## src/rtl/arty_boot_pkg.sv

```systemverilog
// Shared types and helpers for the Arty board boot/mode sequencer.
//   boot_state_t   : sequencer state encoding, also driven to the LEDs
//   db_cycles_calc : debounce stability window in clk cycles
//   cnt_width      : counter width able to hold 0..n-1
package arty_boot_pkg;

    typedef enum logic [2:0] {
        S_WAIT_LOCK = 3'd0,
        S_HOLD      = 3'd1,
        S_RUN       = 3'd2,
        S_QUIESCE   = 3'd3,
        S_DEBUG     = 3'd4
    } boot_state_t;

    function automatic int unsigned db_cycles_calc(input int unsigned clk_freq_mhz,
                                                   input int unsigned debounce_us);
        return clk_freq_mhz * debounce_us;
    endfunction

    function automatic int unsigned cnt_width(input int unsigned n);
        return (n <= 2) ? 1 : $clog2(n);
    endfunction

endpackage

```

## src/rtl/boot_debounce.sv

```systemverilog
// One-bit 2-flop synchronizer plus debounce counter.
// The debounced register itself lives in the parent so that its next value can
// feed other registered outputs in the same cycle.
//   clk, rst_n : clock, async active-low reset
//   din        : raw asynchronous pin
//   cur        : debounced value currently held by the parent
//   nxt        : debounced value the parent must load at this edge
module boot_debounce
    import arty_boot_pkg::*;
#(
    parameter int unsigned DB_CYCLES = 10
) (
    input  logic clk,
    input  logic rst_n,
    input  logic din,
    input  logic cur,
    output logic nxt
);

    localparam int unsigned CW = cnt_width(DB_CYCLES);
    localparam logic [CW-1:0] CNT_LAST = CW'(DB_CYCLES - 1);

    logic          sync1_q, sync2_q;
    logic [CW-1:0] cnt_q, cnt_d;

    // For a single bit, "synced value changed while differing" means it now
    // equals the held value, so the equality test also covers glitch restart.
    always_comb begin
        cnt_d = cnt_q + CW'(1);
        nxt   = cur;
        if (sync2_q == cur) begin
            cnt_d = '0;
        end else if (cnt_q == CNT_LAST) begin
            cnt_d = '0;
            nxt   = sync2_q;
        end
    end

    always_ff @(posedge clk or negedge rst_n) begin
        if (!rst_n) begin
            sync1_q <= 1'b0;
            sync2_q <= 1'b0;
            cnt_q   <= '0;
        end else begin
            sync1_q <= din;
            sync2_q <= sync1_q;
            cnt_q   <= cnt_d;
        end
    end

endmodule

```

## src/rtl/arty_boot_ctrl.sv

```systemverilog
// Board-level reset and mode sequencer between the Arty pins/MMCM and the SoC.
// Holds the SoC in reset until MMCM lock plus a fixed stretch, and moves between
// normal execution and UART debug mode with the core quiesced first.
//   clk, rst_n               : clock, async active-low reset
//   mmcm_locked              : MMCM lock (asynchronous)
//   sw_in, btn_in            : raw switches ([0] debug req, [1] core en) / buttons ([0] soft rst)
//   uart_host_writing/reading: debug UART busy flags from the SoC
//   soc_rst, core_en, uart_debug_en : registered SoC controls
//   sw_db, btn_db            : debounced switches / buttons
//   state                    : current sequencer state for LEDs
module arty_boot_ctrl
    import arty_boot_pkg::*;
#(
    parameter int unsigned CLK_FREQ_MHZ    = 50,
    parameter int unsigned DEBOUNCE_US     = 5000,
    parameter int unsigned RST_HOLD_CYCLES = 1024,
    parameter int unsigned QUIESCE_CYCLES  = 64
) (
    input  logic       clk,
    input  logic       rst_n,
    input  logic       mmcm_locked,
    input  logic [3:0] sw_in,
    input  logic [3:0] btn_in,
    input  logic       uart_host_writing,
    input  logic       uart_host_reading,
    output logic       soc_rst,
    output logic       core_en,
    output logic       uart_debug_en,
    output logic [3:0] sw_db,
    output logic [3:0] btn_db,
    output logic [2:0] state
);

    localparam int unsigned DB_CYCLES = db_cycles_calc(CLK_FREQ_MHZ, DEBOUNCE_US);
    localparam int unsigned HOLD_W    = cnt_width(RST_HOLD_CYCLES);
    localparam int unsigned QUI_W     = cnt_width(QUIESCE_CYCLES);
    localparam logic [HOLD_W-1:0] HOLD_LAST = HOLD_W'(RST_HOLD_CYCLES - 1);
    localparam logic [QUI_W-1:0]  QUI_LAST  = QUI_W'(QUIESCE_CYCLES - 1);

    logic              lock_s1, lock_s2;
    logic [7:0]        raw, db_q, db_next;
    logic              dbg_prev, btn0_prev;
    logic              btn0_rise, dbg_rise, dbg_fall;
    boot_state_t       state_q, state_d;
    logic [HOLD_W-1:0] hold_cnt;
    logic [QUI_W-1:0]  qui_cnt;
    logic              soc_rst_q, core_en_q, uart_dbg_q;

    assign raw = {btn_in, sw_in};

    for (genvar i = 0; i < 8; i++) begin : g_db
        boot_debounce #(
            .DB_CYCLES(DB_CYCLES)
        ) u_db (
            .clk  (clk),
            .rst_n(rst_n),
            .din  (raw[i]),
            .cur  (db_q[i]),
            .nxt  (db_next[i])
        );
    end

    always_ff @(posedge clk or negedge rst_n) begin
        if (!rst_n) begin
            lock_s1   <= 1'b0;
            lock_s2   <= 1'b0;
            db_q      <= '0;
            dbg_prev  <= 1'b0;
            btn0_prev <= 1'b0;
        end else begin
            lock_s1   <= mmcm_locked;
            lock_s2   <= lock_s1;
            db_q      <= db_next;
            dbg_prev  <= db_q[0];
            btn0_prev <= db_q[4];
        end
    end

    assign sw_db     = db_q[3:0];
    assign btn_db    = db_q[7:4];
    assign btn0_rise = db_q[4] & ~btn0_prev;
    assign dbg_rise  = db_q[0] & ~dbg_prev;
    assign dbg_fall  = ~db_q[0] & dbg_prev;

    always_comb begin
        state_d = state_q;
        if (!lock_s2) begin
            state_d = S_WAIT_LOCK;
        end else if (btn0_rise && (state_q != S_WAIT_LOCK)) begin
            // Soft reset; in S_DEBUG this deliberately ignores UART busy.
            state_d = S_HOLD;
        end else begin
            unique case (state_q)
                S_WAIT_LOCK: state_d = S_HOLD;
                S_HOLD: begin
                    if (hold_cnt == HOLD_LAST) state_d = db_q[0] ? S_DEBUG : S_RUN;
                end
                S_RUN: begin
                    if (dbg_rise) state_d = S_QUIESCE;
                end
                S_QUIESCE: begin
                    if (dbg_fall)                state_d = S_RUN;
                    else if (qui_cnt == QUI_LAST) state_d = S_DEBUG;
                end
                S_DEBUG: begin
                    if (!db_q[0] && !uart_host_writing && !uart_host_reading) state_d = S_HOLD;
                end
                default: state_d = S_WAIT_LOCK;
            endcase
        end
    end

    // Counters only advance while staying in their state; any entry (including a
    // soft-reset re-entry of S_HOLD) starts them from zero.
    always_ff @(posedge clk or negedge rst_n) begin
        if (!rst_n) begin
            state_q    <= S_WAIT_LOCK;
            hold_cnt   <= '0;
            qui_cnt    <= '0;
            soc_rst_q  <= 1'b1;
            core_en_q  <= 1'b0;
            uart_dbg_q <= 1'b0;
        end else begin
            state_q    <= state_d;
            hold_cnt   <= (state_q == S_HOLD && state_d == S_HOLD && !btn0_rise)
                          ? hold_cnt + HOLD_W'(1) : '0;
            qui_cnt    <= (state_q == S_QUIESCE && state_d == S_QUIESCE)
                          ? qui_cnt + QUI_W'(1) : '0;
            soc_rst_q  <= (state_d == S_WAIT_LOCK) || (state_d == S_HOLD);
            core_en_q  <= (state_d == S_RUN) && db_next[1];
            uart_dbg_q <= (state_d == S_DEBUG);
        end
    end

    assign soc_rst       = soc_rst_q;
    assign core_en       = core_en_q;
    assign uart_debug_en = uart_dbg_q;
    assign state         = state_q;

endmodule
```

## config.mk

```make
export PLATFORM = sky130hd
export DESIGN_NAME = arty_boot_ctrl
export DESIGN_NICKNAME = d
export VERILOG_FILES = /design/src/rtl/arty_boot_pkg.sv /design/src/rtl/boot_debounce.sv /design/src/rtl/arty_boot_ctrl.sv
export SDC_FILE = /design/constraint.sdc
export NUM_CORES = 1
export LEC_CHECK = 0
export CAP_MARGIN = 5
export CORE_ASPECT_RATIO = 0.6
export CORE_UTILIZATION = 35
export CTS_CLUSTER_DIAMETER = 120
export CTS_CLUSTER_SIZE = 8
export DETAILED_ROUTE_END_ITERATION = 16
export HOLD_SLACK_MARGIN = 0.08
export PLACE_DENSITY = 0.6
export REMOVE_ABC_BUFFERS = 1
export SLEW_MARGIN = 20
export SYNTH_ARGS = -nofsm -noshare
export SYNTH_HDL_FRONTEND = slang
export SYNTH_HIERARCHICAL = 1
export SYNTH_SLANG_ARGS = --single-unit
export TNS_END_PERCENT = 100
```

## constraint.sdc

```tcl
create_clock -name clk -period 2.2 [get_ports clk]
set_input_delay 0.33 -clock clk [delete_from_list [all_inputs] [get_ports clk]]
set_output_delay 0.33 -clock clk [all_outputs]
set_load 0.01 [all_outputs]
```

==> flow_metrics.env <==
export IMPL_cts_path_max_buffers=2
export IMPL_cp_top_family="buffers and inverters"
export IMPL_cp_max_fo=6
export IMPL_wl_mm=18.5
export IMPL_gp_congestion=0.821
export IMPL_htreeDepth=4
export IMPL_cts_tree="done"
export IMPL_fin_crit_sh=0.917
export IMPL_slew_violations=0
export IMPL_grt_pass1_vias=6209
export IMPL_start_util=0.359
export IMPL_intPower_uw=5230
export IMPL_ys_flop_type="dfrtp_1"
export IMPL_grt_pass1_wl_mm=32.3
export IMPL_diodes=0
export IMPL_nets=982
export IMPL_dr_max_layer_used="met4"
export IMPL_netlist_area_um2=9550
export IMPL_antenna_found_initial=0
export IMPL_fin_area_um2=10900
export IMPL_dr_pass1_iters=5
export IMPL_fin_cells=1332
export IMPL_remaining_drc_errors=0
export IMPL_wl_met2_mm=7.13
export IMPL_tightest_slew_ns=0.488
export IMPL_rsz0062_at_grt="no"
export IMPL_fillers=2615
export IMPL_wl_met3_um=612
export IMPL_final_seq_area_um2=4860
export IMPL_post_dp_cell_area_um2=10300
export IMPL_dp_hpwl_mm=12.9
export IMPL_period_minus_slack_ns=2.02
export IMPL_p_total_uw=6780
export IMPL_post_drt_wl_per_cell_um=13.9
export IMPL_finalSetupTns_ns=0
export IMPL_ys_seq_area_frac=0.509
export IMPL_cp_start_kind="register"
export IMPL_die_w_um=215
export IMPL_synth_common_cells="193 x dfrtp_1, 147 x nor2_1, 83 x xnor2_1, 56 x nand3_1, 56 x nor4_1"
export IMPL_status="finished clean"
export IMPL_core_um2=26600
export IMPL_synth_avg_cell_area_um2=10.5
export IMPL_synth_edff_count=0
export IMPL_drive_above_1_share=0.131
export IMPL_switching_share=0.228
export IMPL_setup_viol=0
export IMPL_multi_input_area_um2=4490
export IMPL_worst_setup_path_type="register to primary output"
export IMPL_cts_buffers=17
export IMPL_cts_setup_buffers=0
export IMPL_clk_pin_slew_ns=0.07
export IMPL_clkPwrFrac=0.415
export IMPL_clkLatencyLatePin_ns=0.44
export IMPL_synth_cells=907
export IMPL_grtUsageTotal=0.144
export IMPL_synth_warnings=6
export IMPL_dpl_cell_count=1299
export IMPL_finalClockSkew_ns=0.00658
export IMPL_clock_sinks=194
export IMPL_slew_headroom=0.674
export IMPL_area_delta_synth_final_pct=13.9
export IMPL_maxCapViolations=0
export IMPL_grt_start_max_net_pins=56
export IMPL_end_kind="primary output"
export IMPL_cp_required_ns=1.87
export IMPL_yosys_area_top_type="dfrtp_1"
export IMPL_max_stage_delay_ns=0.53
export IMPL_hold_viol=0
export IMPL_crit_arrival_ns=1.69
export IMPL_die_area_um2=28000
export IMPL_worst_path_max_delay_cell="clkdlybuf4s50_1"
export IMPL_peakVddDrop_uv=497
export IMPL_drt_met1_wl_mm=10.5
export IMPL_ant_nets=0
export IMPL_synth_most_common_cell="dfrtp_1"
export IMPL_p_leak_uw=0.00438
export IMPL_port_buffers=26
export IMPL_num_vias=6630
export IMPL_drtIter0Drc=464
export IMPL_netlist_top_cells_area="dfrtp_1 51%, xnor2_1 7.6%, nor2_1 5.8%, xor2_1 4.5%, nor4_1 3.7%"
export IMPL_pwr_share_comb=0.042
export IMPL_synthArstFlopShare=1.00
export IMPL_switchingPower_uw=1550
export IMPL_critPathBufInv=2
export IMPL_grt_overflow_total=0
export IMPL_synth_distinct_cells=47
export IMPL_synth_top_cell_area_share=0.506
export IMPL_pin_count=27
export IMPL_vias_per_cell=4.98
export IMPL_fin_util=0.409
export IMPL_cts_root_buf="clkbuf_16"
export IMPL_seq_power_share=0.543
export IMPL_die_y_um=130
export IMPL_row_count=46
export IMPL_power_density_nw_per_um2=623
export IMPL_max_freq_mhz=496
export IMPL_min_path_type="primary input to register"
export IMPL_cp_cell_sequence="buf_4 -> clkdlybuf4s50_1"
export IMPL_ys_ff_latch=194
==> cells in the final DEF (no fill, tap or decap), types with 9 or more instances in the layout <==
master / count
nor2_1: 147
inv_1: 18
nand4_1: 45
xnor2_1: 83
nor4_1: 56
nand3_1: 56
xor2_1: 49
ha_1: 10
nand2_1: 55
o21ai_0: 18
clkdlybuf4s50_1: 25
clkbuf_16: 17
a21oi_1: 10
nor3_1: 32
buf_4: 21
dfrtp_1: 193
nand2b_1: 11
nand3_2: 9
and4_1: 9
==> timing repair <==
item / 4_1_cts / 5_1_grt
gates resized for setup: 0 / 0
hold buffers: 1 / 0
endpoints found under the hold margin: 46 / 0
==> per-stage QoR <==
| step | hold WS, ns | setup slack, ns |
|---|---|---|
| 2_1_floorplan | 0.0344 | 0.319 |
| 3_3_place_gp | 0.323 | 0.302 |
| 3_5_place_dp | 0.323 | 0.275 |
| 4_1_cts | 0.300 | 0.140 |
| 5_1_grt | 0.305 | 0.0740 |
| 6_report | 0.326 | 0.182 |
==> layout make-up <==
| type | count | share of cell area |
|---|---|---|
| repair buffers | 51 | 0.0452 |
| clock buffers | 23 | 0.0430 |
| inverters | 18 | 0.00621 |
| well taps | 360 | 0.0414 |
| clock inverters | 9 | 0.00518 |
| flip-flops and latches | 194 | 0.446 |
| multi-input cells | 677 | 0.413 |
==> per-layer routing <==
metal | up-vias | GRT usage
met3 | 16 | 0.0338
li1 | 3352 | -
met4 | 0 | 0.0551
met5 | - | 0
met1 | 3197 | 0.227
met2 | 65 | 0.184
==> final timing paths <==
check / from / endpoint / slack, ns / cells after the start
max in group asynchronous: rst_n / g_db[0].u_db/cnt_q[8] / 1.12 / 3
worst max register to register: g_db[6].u_db/cnt_q[0] / db_q[6] / 0.25 / 4
worst max-delay path: db_q[0] / sw_db[0] / 0.18 / 2
min in group asynchronous: rst_n / g_db[1].u_db/cnt_q[14] / 0.42 / 2
worst min-delay path: btn_in[1] / g_db[5].u_db/sync1_q / 0.33 / 1
worst min register to register: g_db[6].u_db/sync1_q / g_db[6].u_db/sync2_q / 0.35 / 0
==> cell families (layout without fill, tap and decap cells) <==
group | count (synthesis) | in the layout | synth area share
XOR/XNOR | 132 | 132 | 0.121
multiplexers | 8 | 8 | 0.00944
AND/OR/NAND/NOR | 474 | 474 | 0.270
buffers and inverters | 36 | 101 | 0.0212
flip-flops | 194 | 194 | 0.509
adder cells (fa/ha/maj) | 10 | 10 | 0.0131
AO/OA/AOI/OAI | 53 | 53 | 0.0565
==> flip-flops by register name (all words and copies together), names as in the netlist <==
register           cells
core_en                1
uart_debug_en          1
state                  3
g_db.u_db/sync1_q      8
db_q                   8
soc_rst                1
lock_s1                1
dbg_prev               1
g_db.u_db/cnt_q      144
btn0_prev              1
hold_cnt              10
g_db.u_db/sync2_q      8
lock_s2                1
qui_cnt                6
==> power groups by stage <==
stage	Clock (uW)	Combinational [uW]	Sequential, uW
after global routing	3070	332	3690
after CTS	2930	299	3680
after floorplan	0	129	3740
after detailed placement	0	296	3750
final	2810	288	3680
after global placement	0	297	3740
No activity file was read; power rests on OpenSTA's default activity.
